## src/rtl/dn_timer_nb_pkg.sv

```systemverilog
// Shared types and constants for the dn_timer_nb down-timer.
// The auto-reload build is selected with DN_TIMER_RELOAD_EN.
package dn_timer_nb_pkg;

  typedef enum logic {
    IDLE = 1'b0,
    RUN  = 1'b1
  } state_e;

  localparam int CNT_RST = 0;

endpackage

```

## src/rtl/cntr_dn_ld_nb.sv

```systemverilog
// n-bit loadable down counter with sync clear and zero flag.
// Priority: clr > ld > dec; decrement saturates at zero.
module cntr_dn_ld_nb
  import dn_timer_nb_pkg::*;
#(
  parameter int n = 8
) (
  input  logic         clk,
  input  logic         clr,
  input  logic         ld,
  input  logic         dec,
  input  logic [n-1:0] d,
  output logic [n-1:0] q,
  output logic         zero
);

  logic [n-1:0] q_q;
  logic [n-1:0] q_d;

  always_comb begin
    q_d = q_q;
    if (ld) begin
      q_d = d;
    end else if (dec && (q_q != '0)) begin
      q_d = q_q - 1'b1;
    end
  end

  always_ff @(posedge clk) begin
    if (clr) begin
      q_q <= n'(CNT_RST);
    end else begin
      q_q <= q_d;
    end
  end

  assign q    = q_q;
  assign zero = (q_q == '0);

endmodule

```

## src/rtl/dn_timer_nb.sv

```systemverilog
// Two-state down timer with done pulse at terminal count.
// DN_TIMER_RELOAD_EN: reload from the period register and keep running.
module dn_timer_nb
  import dn_timer_nb_pkg::*;
#(
  parameter int n = 8
) (
  input  logic         clk,
  input  logic         clr,
  input  logic         start,
  input  logic         stop,
  input  logic         en,
  input  logic [n-1:0] D,
  output logic [n-1:0] count,
  output logic         busy,
  output logic         done,
  output logic         rco
);

  state_e       state_q;
  state_e       state_d;
  logic         done_q;
  logic         done_d;
  logic         ld;
  logic         dec;
  logic [n-1:0] ld_val;
  logic         zero;

`ifdef DN_TIMER_RELOAD_EN
  logic [n-1:0] period_q;

  always_ff @(posedge clk) begin
    if (clr) begin
      period_q <= '0;
    end else if (!stop && start) begin
      period_q <= D;
    end
  end
`endif

  always_comb begin
    state_d = state_q;
    done_d  = 1'b0;
    ld      = 1'b0;
    dec     = 1'b0;
    ld_val  = D;
    if (stop) begin
      state_d = IDLE;
    end else if (start) begin
      state_d = RUN;
      ld      = 1'b1;
    end else if ((state_q == RUN) && en) begin
      if (!zero) begin
        dec = 1'b1;
      end else begin
        done_d = 1'b1;
`ifdef DN_TIMER_RELOAD_EN
        ld     = 1'b1;
        ld_val = period_q;
`else
        state_d = IDLE;
`endif
      end
    end
  end

  always_ff @(posedge clk) begin
    if (clr) begin
      state_q <= IDLE;
      done_q  <= 1'b0;
    end else begin
      state_q <= state_d;
      done_q  <= done_d;
    end
  end

  cntr_dn_ld_nb #(
    .n(n)
  ) u_cntr (
    .clk (clk),
    .clr (clr),
    .ld  (ld),
    .dec (dec),
    .d   (ld_val),
    .q   (count),
    .zero(zero)
  );

  assign busy = (state_q == RUN);
  assign done = done_q;
  assign rco  = zero;

endmodule

```

## config.mk

```make
export PLATFORM = sky130hd
export DESIGN_NAME = dn_timer_nb
export DESIGN_NICKNAME = d
export VERILOG_FILES = /design/src/rtl/dn_timer_nb_pkg.sv /design/src/rtl/cntr_dn_ld_nb.sv /design/src/rtl/dn_timer_nb.sv
export SDC_FILE = /design/constraint.sdc
export NUM_CORES = 1
export LEC_CHECK = 0
export ABC_AREA = 1
export BUFFER_PORTS_ARGS = -buffer_cell sky130_fd_sc_hd__buf_2
export CAP_MARGIN = 40
export CORE_MARGIN = 2
export CORE_UTILIZATION = 46
export CTS_CLUSTER_DIAMETER = 30
export DETAILED_ROUTE_END_ITERATION = 6
export PLACE_DENSITY = 0.76
export SYNTH_ARGS = -nofsm -noshare
export SYNTH_HDL_FRONTEND = slang
export SYNTH_SLANG_ARGS = --single-unit
```

## constraint.sdc

```tcl
create_clock -name clk -period 1.65 [get_ports clk]
set_input_delay 0 -clock clk [delete_from_list [all_inputs] [get_ports clk]]
set_output_delay 0 -clock clk [all_outputs]
set_load 0.02 [all_outputs]
```

==> results of run 1 <==
-- cells in the final DEF (no fill, tap or decap), types with 3 or more instances in the layout --
cell	count
buf_2	23
nand2_1	17
inv_1	12
nor2_1	12
dfxtp_1	10
nand3_1	9
a21oi_1	6
o21ai_1	5
o21ai_0	5
clkbuf_4	3
dlygate4sd3_1	3
-- cell families (layout without fill, tap and decap cells) --
group,after synthesis,in the layout
flip-flops,10,10
buffers and inverters,14,44
XOR/XNOR,2,2
AND/OR/NAND/NOR,48,48
multiplexers,2,2
AO/OA/AOI/OAI,17,17
adder cells (fa/ha/maj),2,2
-- area by class of cell --
cell class	count	area, um2
Tap cell	15	18.77
Timing Repair Buffer	27	152.6
Inverter	13	48.80
Sequential cell	10	200.2
Multi-Input combinational cell	71	379.1
Clock buffer	4	36.28
Fill cell	125	465.4
-- per-stage QoR --
stage                     setup WS [ns]  instance area (um2)  utilization, %  hold slack (ns)  cells
after floorplan                  0.1377                639.4               -          0.06907     95
after global placement           0.2357                769.5           59.13           0.2009    133
after detailed placement         0.1883                769.5           59.13           0.2096    133
after CTS                        0.1656                835.8           64.23          0.01323    140
after global routing            0.03224                835.8           64.23          0.01902    140
final                            0.1713                835.8           64.23          0.01238    140
-- how the worst max path moves through the flow --
| stage | start | end | cells past startpoint |
|---|---|---|---|
| final | u_cntr.q[0] | u_cntr.q[5] | 8 |
| after global routing | u_cntr.q[0] | u_cntr.q[5] | 8 |
| after CTS | u_cntr.q[0] | u_cntr.q[5] | 8 |
| after detailed placement | u_cntr.q[0] | u_cntr.q[5] | 8 |
| after global placement | u_cntr.q[0] | u_cntr.q[5] | 8 |
| after floorplan | u_cntr.q[0] | u_cntr.q[3] | 8 |
-- per-layer routing --
layer | vias to the layer above | GRT usage, % | wire [um] | share of wire [%]
met4 | 0 | 12.10 | 31 | 2.0
met3 | 4 | 5.435 | 52 | 3.4
li1 | 371 | - | - | -
met5 | - | 0 | 0 | 0
met2 | 11 | 35.94 | 722 | 48
met1 | 304 | 27.12 | 708 | 47
-- what timing repair did --
action,4_1_cts,5_1_grt
endpoints found under the setup margin,0,0
hold endpoints to repair,4,0
hold buffers,3,0
-- sequential cells by signal (all words and copies together) (netlist names) --
register and count:
busy 1, done 1, u_cntr.q 8
-- worst max-delay path: stages, from the launching register on --
cell,delay [ns]
dfxtp_1,0.33
inv_1,0.13
ha_1,0.16
nand3_1,0.13
nor2_4,0.18
o21ai_4,0.07
buf_4,0.18
o21ai_0,0.14
a21oi_1,0.05
-- report_power, final --
part | internal (mW) | total [mW] | switching, mW
combinational | 0.0968 | 0.246 | 0.149
clock | 0.134 | 0.231 | 0.0973
sequential | 0.259 | 0.280 | 0.0209
==> results by group, run 1 <==
Drt
  • Wirelength per Cell: about 11 um
  • Routed vias/inst: 4.929
  • Final wirelength: approximately 1500 um
  • Drt drc: 0
  • 1st-iter DRT viols: 9
  • Detailed-route via count: 690
  • ANT nets after route: 0
  • Initial DRT Pass Iterations: 4

STA
  • Final slew viol count: 0
  • Final worst clock skew: 0.004123 ns
  • RSZ-0062 raised after global routing: false
  • Final-report hold violation count: 0
  • Period minus WS final: 1.479 ns
  • Worst slew pin tran: 0.2597 ns
  • Fmax: 676.3 MHz
  • Final worst-path cycle share: between 80% and 90%
  • Max_slew headroom: 82.53%
  • Final setup TNS: 0 ns
  • Setup violators final: 0

Critical path
  • Crit path max fanout: 11
  • Reg2Reg Capture Point: u_cntr.q[5]
  • CP Capture Type: flip-flop
  • Critical path arrival: 1.64 ns
  • Startpoint types: flip-flop
  • Worst r2r src: u_cntr.q[0]
  • Setup CP Type: flip-flop to flip-flop
  • R2R Setup Slk: between 0.15 and 0.2 ns
  • Data required, critical path: roughly 1.8 ns
  • R2R cell count: 8

Power and ir drop
  • Power per Cell Area: 906.0 nW/um2
  • Pwr Total: 757.3 uW
  • Worst ir drop on vdd: 0.0005971 V
  • Pleak: 0.4270 nW

Synth
  • Post-synth top area cell: dfxtp_1
  • FF+latch count, synth: 10
  • Mapped Nets: 110
  • Cell with the most instances after synthesis: nand2_1
  • Post-synth top area share: 31.31%
  • Synth cell types: 21
  • Sequential share of the synthesized area: 31.31%
  • Largest family of logic cells by synthesized area: simple AND/OR/NAND/NOR gates
  • Cells after synthesis: 95
  • Synth Area per Inst: just under 7 um2
  • Async S/R FF share, synth: 0%
  • Post-Synth XOR/XNOR Area: under 10%
  • Area share of fa/ha/maj cells after synthesis: 3.914%
  • Post-synth EDFFs: 0
  • Top cells by area, synth: dfxtp_1 31%, nand2_1 10%, nand3_1 7.0%, inv_1 7.0%, nor2_1 7.0%
  • Post-Synth Simple-Gate Area: 34.44%
  • Most common library cells after synthesis: 17 x nand2_1, 12 x inv_1, 12 x nor2_1, 10 x dfxtp_1, 9 x nand3_1
  • Post-synthesis compound-gate area fraction: 15.07%
  • Dominant synthesized flop cell: dfxtp_1
  • Mux cell area share after synthesis: 3.131%
  • Ys Warns: 0
  • Mapped Area: 639.4 um2

Clock network
  • Max clock buf depth: 2
  • Clk slew on worst S/H paths: 0.08 ns
  • Total CTS buffers: 3
  • CTS H-tree depth: 1
  • Clock Tree Root: clkbuf_4
  • Setup Fix Bufs, Post-CTS: 0
  • CTS sink cnt: 10
  • Cells resized by post-CTS repair: 0
  • Clk_lat worst skew: 0.27 ns
  • CTS tree: built

Placement
  • Hpwl dp: 1160 um
  • GP Congestion: 0.8833
  • Number of I/O port buffers: 23

GRT
  • Initial antenna violation count: 0
  • Overflow after GRT: 0
  • Vias in the first global route: 555
  • Total GRT Usage: 22.37%
  • First-pass GRT wire length: between 2000 and 2500 um
  • Largest net degree at the start of global routing: 12

Floorplan
  • Boundary Pins: 24
  • Starting Density: 49.13%
  • Floorplan row count: 13
  • Die Wd: a little over 40 um
  • Placeable Area: 1301 um2
  • Die area: approximately 1700 um2
  • Die H: 41.28 um

Min path
  • Hold Path Depth: 3
  • Hold path endpoint: u_cntr.q[4]
  • HP Class: primary input to flip-flop
  • Hold Crit Start: D[4]

Finish
  • Ant diodes: 0
  • Area delta synth->final: 30.72%
  • Nets: 141
  • Layout cells sized above 1: 28.00%

Flow run
  • Maxcap violations: 0

Run status
  • Status: finished, final reports clean
No activity file was read; power rests on OpenSTA's default activity.
==> run 2: changes to the inputs <==
- CORE_UTILIZATION: 46 -> 48
- PLACE_DENSITY: 0.76 -> 0.77
- SKIP_LAST_GASP: default -> 1
- SYNTH_HIERARCHICAL: default -> 1
==> results by group, run 2 <==
Finish
  • Commonest cells after routing, fill and taps aside: 35 x nand2_1, 23 x buf_2, 16 x nand3_1 (was 23 x buf_2, 17 x nand2_1, 12 x inv_1, 12 x nor2_1, 10 x dfxtp_1)
  • Finished Layout Cells: 162 (was 140)
  • Multi-input gate area: 440.4 um2 (was 379.1 um2)
  • Area delta synth->final: 28.57% (was 30.72%)
  • Core Util, Final: 67.54% (was 64.23%)
  • Fillers: 132 (was 125)
  • Number of flip-flops in the largest register: 8 (unchanged)
  • Layout cells sized above 1: 29.93% (was 28.00%)
  • Register area: 202.7 um2 (was 200.2 um2)
  • Commonest non-fill, non-tap cell in the layout: nand2_1 (was buf_2)
  • Nets: 164 (was 141)
  • Ant diodes: 0 (unchanged)

Clock network
  • Total CTS buffers: 3 (unchanged)
  • Clock Tree Root: clkbuf_4 (unchanged)
  • CTS sink cnt: 10 (unchanged)
  • CTS tree: built (unchanged)
  • Clk_lat worst skew: 0.27 ns (about the same)
  • Clk slew on worst S/H paths: 0.07 ns (was 0.08 ns)
  • CTS H-tree depth: 1 (unchanged)
  • Max clock buf depth: 2 (unchanged)
  • Setup Fix Bufs, Post-CTS: 0 (unchanged)

Critical path
  • Worst r2r src: u_cntr/q[0] (was u_cntr.q[0])
  • WP buf/inv: 3 (was 2)
  • Critical path arrival: 1.79 ns (was 1.64 ns)
  • Max incr delay on CP: 0.34 ns (was 0.33 ns)
  • Setup CP Type: flip-flop to flip-flop (unchanged)
  • Worst path cell trace: inv_2 -> ha_1 -> nand2_2 -> nor2_2 -> nor3_4 -> inv_1 -> nor2_2 -> nand3_1 -> nand3_1 -> nand2_1 -> inv_1 (was inv_1 -> ha_1 -> nand3_1 -> nor2_4 -> o21ai_4 -> buf_4 -> o21ai_0 -> a21oi_1)
  • CP Capture Type: flip-flop (unchanged)
  • Crit path max fanout: 7 (was 11)
  • Slowest CP cell: dfxtp_2 (was dfxtp_1)
  • Delay-heaviest family, CP: simple AND/OR/NAND/NOR gates (was flip-flops)
  • Reg2Reg Capture Point: u_cntr/q[5] (was u_cntr.q[5])
  • R2R Setup Slk: 0.07 ns (was 0.17 ns)
  • Startpoint types: flip-flop (unchanged)
  • Data required, critical path: 1.87 ns (was 1.81 ns)
  • R2R cell count: 11 (was 8)

Power and ir drop
  • NetSw: 254.5 uW (was 267.3 uW)
  • Gate power share: 35.7% (was 32.5%)
  • Worst ir drop on vdd: 0.0005955 V (was 0.0005971 V)
  • Pleak: 0.4897 nW (was 0.4270 nW)
  • Switching share of power: 37.17% (was 35.29%)
  • Clk pwr share: 24.4% (was 30.5%)
  • Internal: 430.2 uW (was 490.0 uW)
  • Power per Cell Area: 760.0 nW/um2 (was 906.0 nW/um2)
  • Sequential power share: 39.8% (was 37.0%)

Synth
  • Post-synth top area share: 28.57% (was 31.31%)
  • Cell with the most instances after synthesis: nand2_1 (unchanged)
  • Async S/R FF share, synth: 0% (unchanged)
  • Most common library cells after synthesis: 36 x nand2_1, 16 x inv_1, 16 x nand3_1, 16 x nor2_1, 10 x dfxtp_1 (was 17 x nand2_1, 12 x inv_1, 12 x nor2_1, 10 x dfxtp_1, 9 x nand3_1)
  • FF+latch count, synth: 10 (unchanged)
  • Sequential share of the synthesized area: 28.57% (was 31.31%)
  • Post-synth top area cell: dfxtp_1 (unchanged)
  • Post-synth EDFFs: 0 (unchanged)
  • Cells after synthesis: 119 (was 95)
  • Mapped Nets: 134 (was 110)
  • Dominant synthesized flop cell: dfxtp_1 (unchanged)
  • Mapped Area: 700.7 um2 (was 639.4 um2)
  • Top cells by area, synth: dfxtp_1 29%, nand2_1 19%, nand3_1 11%, inv_1 8.6%, nor2_1 8.6% (was dfxtp_1 31%, nand2_1 10%, nand3_1 7.0%, inv_1 7.0%, nor2_1 7.0%)
  • Synth cell types: 19 (was 21)
  • Synth Area per Inst: 5.888 um2 (was 6.730 um2)
  • Ys Warns: 6 (was 0)

Min path
  • Hold Path Depth: 2 (was 3)
  • Hold path endpoint: u_cntr/q[7] (was u_cntr.q[4])
  • Hold Crit Start: clr (was D[4])
  • HP Class: primary input to flip-flop (unchanged)

STA
  • Fmax: 634.3 MHz (was 676.3 MHz)
  • WHS: 0.007663 ns (was 0.01238 ns)
  • Max_slew headroom: 78.02% (was 82.53%)
  • Period minus WS final: 1.577 ns (was 1.479 ns)
  • Final worst clock skew: 0.005428 ns (was 0.004123 ns)
  • Worst slew pin tran: 0.3285 ns (was 0.2597 ns)
  • Setup violators final: 0 (unchanged)
  • Final-report hold violation count: 0 (unchanged)
  • Final slew viol count: 0 (unchanged)
  • Final worst-path cycle share: 95.55% (was 89.62%)

Placement
  • Hpwl dp: 1341 um (was 1160 um)
  • GP Congestion: 0.8406 (was 0.8833)
  • Placed cell count: 157 (was 133)
  • Number of I/O port buffers: 23 (unchanged)

Drt
  • 1st-iter DRT viols: 42 (was 9)
  • Initial DRT Pass Iterations: 4 (unchanged)
  • ANT nets after route: 0 (unchanged)
  • Detailed-route via count: 854 (was 690)
  • Final wirelength: 1819 um (was 1514 um)
  • Drt drc: 0 (unchanged)
  • Wirelength per Cell: 11.23 um (was 10.81 um)
  • Routed vias/inst: 5.272 (was 4.929)

Floorplan
  • Die H: 42.21 um (was 41.28 um)
  • Floorplan row count: 13 (unchanged)
  • Die Wd: 42.21 um (was 41.28 um)
  • Die area: 1781 um2 (was 1704 um2)
  • Boundary Pins: 24 (unchanged)
  • Placeable Area: 1334 um2 (was 1301 um2)
  • Starting Density: 52.53% (was 49.13%)

GRT
  • Overflow after GRT: 0 (unchanged)
  • Vias in the first global route: 684 (was 555)
  • First-pass GRT wire length: 2863 um (was 2352 um)
  • Total GRT Usage: 20.90% (was 22.37%)
  • Initial antenna violation count: 0 (unchanged)
  • Largest net degree at the start of global routing: 11 (was 12)

Flow run
  • Maxcap violations: 0 (unchanged)

Run status
  • Status: finished, final reports clean (unchanged)
==> run 2: worst max path at each step <==
stage,startpoint,cells after the start,end,slack (ns)
2_1_floorplan,u_cntr/q[0],10,u_cntr/q[1],0.02
3_3_place_gp,u_cntr/q[0],10,u_cntr/q[1],0.15
3_5_place_dp,u_cntr/q[0],11,u_cntr/q[5],0.06
4_1_cts,u_cntr/q[0],11,u_cntr/q[5],0.03
5_1_grt,u_cntr/q[0],11,u_cntr/q[5],-0.008
6_report,u_cntr/q[0],11,u_cntr/q[5],0.07
==> run 2: repair_timing <==
item / 4_1_cts / 5_1_grt
setup endpoints to repair: 0 / 6
resized for setup: 0 / 7
hold buffers: 2 / 0
hold endpoints to repair: 2 / 0
==> run 2: cells by family after synthesis <==
kind of cell	Yosys count	share of synthesized area, %
AOI/OAI and AO/OA	8	5.713
adders and majority gates	2	3.571
DFF	10	28.57
xor gates and xnor gates	1	1.250
buffers and inverters	20	10.89
and+or+nand+nor	78	50.00
==> run 2: per-stage QoR <==
step            TNS [ns]  total power [mW]  setup WS (ns)  area [um2]
2_1_floorplan          0            0.4447        0.02049       709.4
6_report               0            0.6847        0.07339       900.9
4_1_cts                0            0.6806        0.03229       889.6
3_3_place_gp           0            0.5040         0.1484       847.1
3_5_place_dp           0            0.5086        0.06407       847.1
5_1_grt        -0.007534            0.7208      -0.007534       900.9
==> run 2: area by class of cell <==
type	count	share of cell area, %
Clock buffer	3	2.500
Inverter	19	8.194
Multi-Input combinational cell	89	48.89
Sequential cell	10	22.50
Tap cell	15	2.083
Timing Repair Buffer	26	15.83
==> run 2: power groups by stage <==
stage	logic [mW]	registers [mW]	clock network (mW)
after floorplan	0.153	0.292	0
after global placement	0.227	0.277	0
after detailed placement	0.231	0.277	0
after CTS	0.237	0.272	0.172
after global routing	0.270	0.276	0.175
final	0.245	0.273	0.167
==> run 2: metal layers <==
layer / share of wire (%) / up-vias / GRT usage [%]
met2: 47 / 38 / 32.31
met5: 0 / - / 0
met3: 7.2 / 5 / 2.586
met1: 44 / 382 / 28.01
met4: 2.5 / 0 / 11.25
li1: - / 429 / -
==> run 3: changes to the inputs <==
- clock period: 1.65 -> 1.7 ns (I/O delays scaled with it)
==> results by group, run 3 (synthesis results as in run 2) <==
Run status
  • Status: finished, final reports clean (unchanged)

Power and ir drop
  • Power per Cell Area: 734.1 nW/um2 (was 760.0 nW/um2)
  • Sequential power share: 39.8% (about the same)
  • Clk pwr share: 24.1% (was 24.4%)
  • Worst ir drop on vdd: 0.0004919 V (was 0.0005955 V)
  • NetSw: 246.3 uW (was 254.5 uW)
  • Gate power share: 36.1% (was 35.7%)
  • Switching share of power: 37.09% (was 37.17%)
  • Internal: 417.8 uW (was 430.2 uW)
  • Pleak: 0.4946 nW (was 0.4897 nW)

Critical path
  • WP buf/inv: 3 (unchanged)
  • Critical path arrival: 1.79 ns (about the same)
  • Max incr delay on CP: 0.36 ns (was 0.34 ns)
  • Worst path cell trace: inv_2 -> ha_1 -> nand2_1 -> nor2_4 -> nor3_4 -> inv_1 -> nor2_1 -> nand3_1 -> nand3_1 -> nand2_1 -> inv_1 (was inv_2 -> ha_1 -> nand2_2 -> nor2_2 -> nor3_4 -> inv_1 -> nor2_2 -> nand3_1 -> nand3_1 -> nand2_1 -> inv_1)
  • Crit path max fanout: 7 (unchanged)
  • Setup CP Type: flip-flop to flip-flop (unchanged)
  • Slowest CP cell: dfxtp_1 (was dfxtp_2)
  • R2R Setup Slk: 0.11 ns (was 0.07 ns)
  • Worst r2r src: u_cntr/q[0] (unchanged)
  • Worst path depth: 11 (unchanged)
  • Startpoint types: flip-flop (unchanged)
  • Data required, critical path: 1.91 ns (was 1.87 ns)
  • R2R cell count: 11 (unchanged)
  • Delay-heaviest family, CP: simple AND/OR/NAND/NOR gates (unchanged)
  • Reg2Reg Capture Point: u_cntr/q[6] (was u_cntr/q[5])
  • CP Capture Type: flip-flop (unchanged)

Drt
  • Initial DRT Pass Iterations: 4 (unchanged)
  • Final wirelength: 1734 um (was 1819 um)
  • Detailed-route via count: 835 (was 854)
  • Routed vias/inst: 5.123 (was 5.272)
  • Wirelength per Cell: 10.64 um (was 11.23 um)
  • Drt drc: 0 (unchanged)
  • 1st-iter DRT viols: 32 (was 42)
  • ANT nets after route: 0 (unchanged)

Finish
  • Layout cells sized above 1: 26.35% (was 29.93%)
  • Ant diodes: 0 (unchanged)
  • Nets: 165 (was 164)
  • Number of flip-flops in the largest register: 8 (unchanged)
  • Multi-input gate area: 437.9 um2 (was 440.4 um2)
  • Register area: 200.2 um2 (was 202.7 um2)
  • Commonest cells after routing, fill and taps aside: 36 x nand2_1, 23 x buf_2, 16 x nand3_1 (was 35 x nand2_1, 23 x buf_2, 16 x nand3_1)
  • Area delta synth->final: 29.11% (was 28.57%)
  • Fillers: 134 (was 132)
  • Core Util, Final: 67.82% (was 67.54%)
  • Commonest non-fill, non-tap cell in the layout: nand2_1 (unchanged)

Clock network
  • Clock Tree Root: clkbuf_4 (unchanged)
  • Clk slew on worst S/H paths: 0.07 ns (about the same)
  • CTS sink cnt: 10 (unchanged)
  • Clk_lat worst skew: 0.26 ns (was 0.27 ns)
  • CTS H-tree depth: 1 (unchanged)
  • CTS tree: built (unchanged)
  • Max clock buf depth: 2 (unchanged)
  • Total CTS buffers: 3 (unchanged)

Placement
  • GP Congestion: 0.8621 (was 0.8406)
  • Hpwl dp: 1305 um (was 1341 um)
  • Number of I/O port buffers: 23 (unchanged)

Min path
  • Hold Path Depth: 4 (was 2)
  • Hold Crit Start: start (was clr)
  • HP Class: primary input to flip-flop (unchanged)
  • Hold path endpoint: done (was u_cntr/q[7])

STA
  • Final setup TNS: 0 ns (unchanged)
  • Final-report hold violation count: 0 (unchanged)
  • Max_slew headroom: 79.34% (was 78.02%)
  • Period minus WS final: 1.587 ns (was 1.577 ns)
  • Final slew viol count: 0 (unchanged)
  • Final worst clock skew: 0.009569 ns (was 0.005428 ns)
  • Worst slew pin tran: 0.3088 ns (was 0.3285 ns)
  • Setup violators final: 0 (unchanged)
  • WHS: 0.03075 ns (was 0.007663 ns)
  • RSZ-0062 raised after global routing: false
  • Final worst-path cycle share: 93.37% (was 95.55%)
  • Fmax: 630.0 MHz (was 634.3 MHz)

Floorplan
  • Die H: 42.21 um (unchanged)
  • Placeable Area: 1334 um2 (unchanged)
  • Starting Density: 52.53% (unchanged)
  • Die area: 1781 um2 (unchanged)
  • Boundary Pins: 24 (unchanged)
  • Floorplan row count: 13 (unchanged)
  • Die Wd: 42.21 um (unchanged)

Flow run
  • Maxcap violations: 0 (unchanged)

GRT
  • Total GRT Usage: 20.73% (was 20.90%)
  • Largest net degree at the start of global routing: 11 (unchanged)
  • Initial antenna violation count: 0 (unchanged)
  • First-pass GRT wire length: 2835 um (was 2863 um)
  • Vias in the first global route: 692 (was 684)
  • Overflow after GRT: 0 (unchanged)
==> run 3: how the worst max path moves through the flow <==
| stage | from | endpoint | slack, ns |
|---|---|---|---|
| global route | u_cntr/q[0] | u_cntr/q[6] | 0.03 |
| global placement | u_cntr/q[0] | u_cntr/q[1] | 0.14 |
| CTS | u_cntr/q[0] | u_cntr/q[2] | 0.05 |
| finish | u_cntr/q[0] | u_cntr/q[6] | 0.11 |
| floorplan | u_cntr/q[0] | u_cntr/q[1] | 0.01 |
| detailed placement | u_cntr/q[0] | u_cntr/q[2] | 0.08 |
==> run 3: repair_timing <==
| item | in CTS | in global routing |
|---|---|---|
| endpoints found under the hold margin | 4 | 0 |
| setup endpoints to repair | 0 | 7 |
| buffers inserted | 0 | 0 |
| resized for setup | 0 | 3 |
| hold buffers | 3 | 0 |
==> run 3: layout make-up <==
type | instances | area share [%]
Clock buffer | 3 | 2.490
Inverter | 19 | 8.022
Timing Repair Buffer | 27 | 16.87
Multi-Input combinational cell | 89 | 48.41
Sequential cell | 10 | 22.13
Tap cell | 15 | 2.075
==> run 3: worst reg2reg max path: cells and delay by family (launching register included) <==
kind	cells	cell delay [ns]
buf+inv	3	0.19
fa+ha+maj	1	0.19
simple gates	7	0.78
flops	1	0.36
==> run 3: power by group through the flow <==
stage               sequential, mW  clock (mW)  combinational (mW)
CTS                          0.264       0.166               0.229
global placement             0.269           0               0.218
floorplan                    0.283           0               0.146
detailed placement           0.269           0               0.220
finish                       0.265       0.160               0.239
global route                 0.267       0.176               0.266
==> run 3: routing by layer <==
metal  track usage, %  vias up  routed length [um]
met4            9.375        0                   6
met2            34.15       33                 846
li1                 -      429                   -
met1            26.70      371                 754
met3            2.586        2                 127
met5                0        -                   0
==> run 3: metrics by stage <==
stage / std cells / power [mW] / cell area [um2] / setup slack (ns)
3_5_place_dp: 157 / 0.4896 / 840.8 / 0.07769
3_3_place_gp: 157 / 0.4868 / 840.8 / 0.1353
5_1_grt: 163 / 0.7088 / 904.6 / 0.02871
6_report: 163 / 0.6641 / 904.6 / 0.1127
2_1_floorplan: 119 / 0.4290 / 703.2 / 0.01410
4_1_cts: 163 / 0.6589 / 893.4 / 0.04962
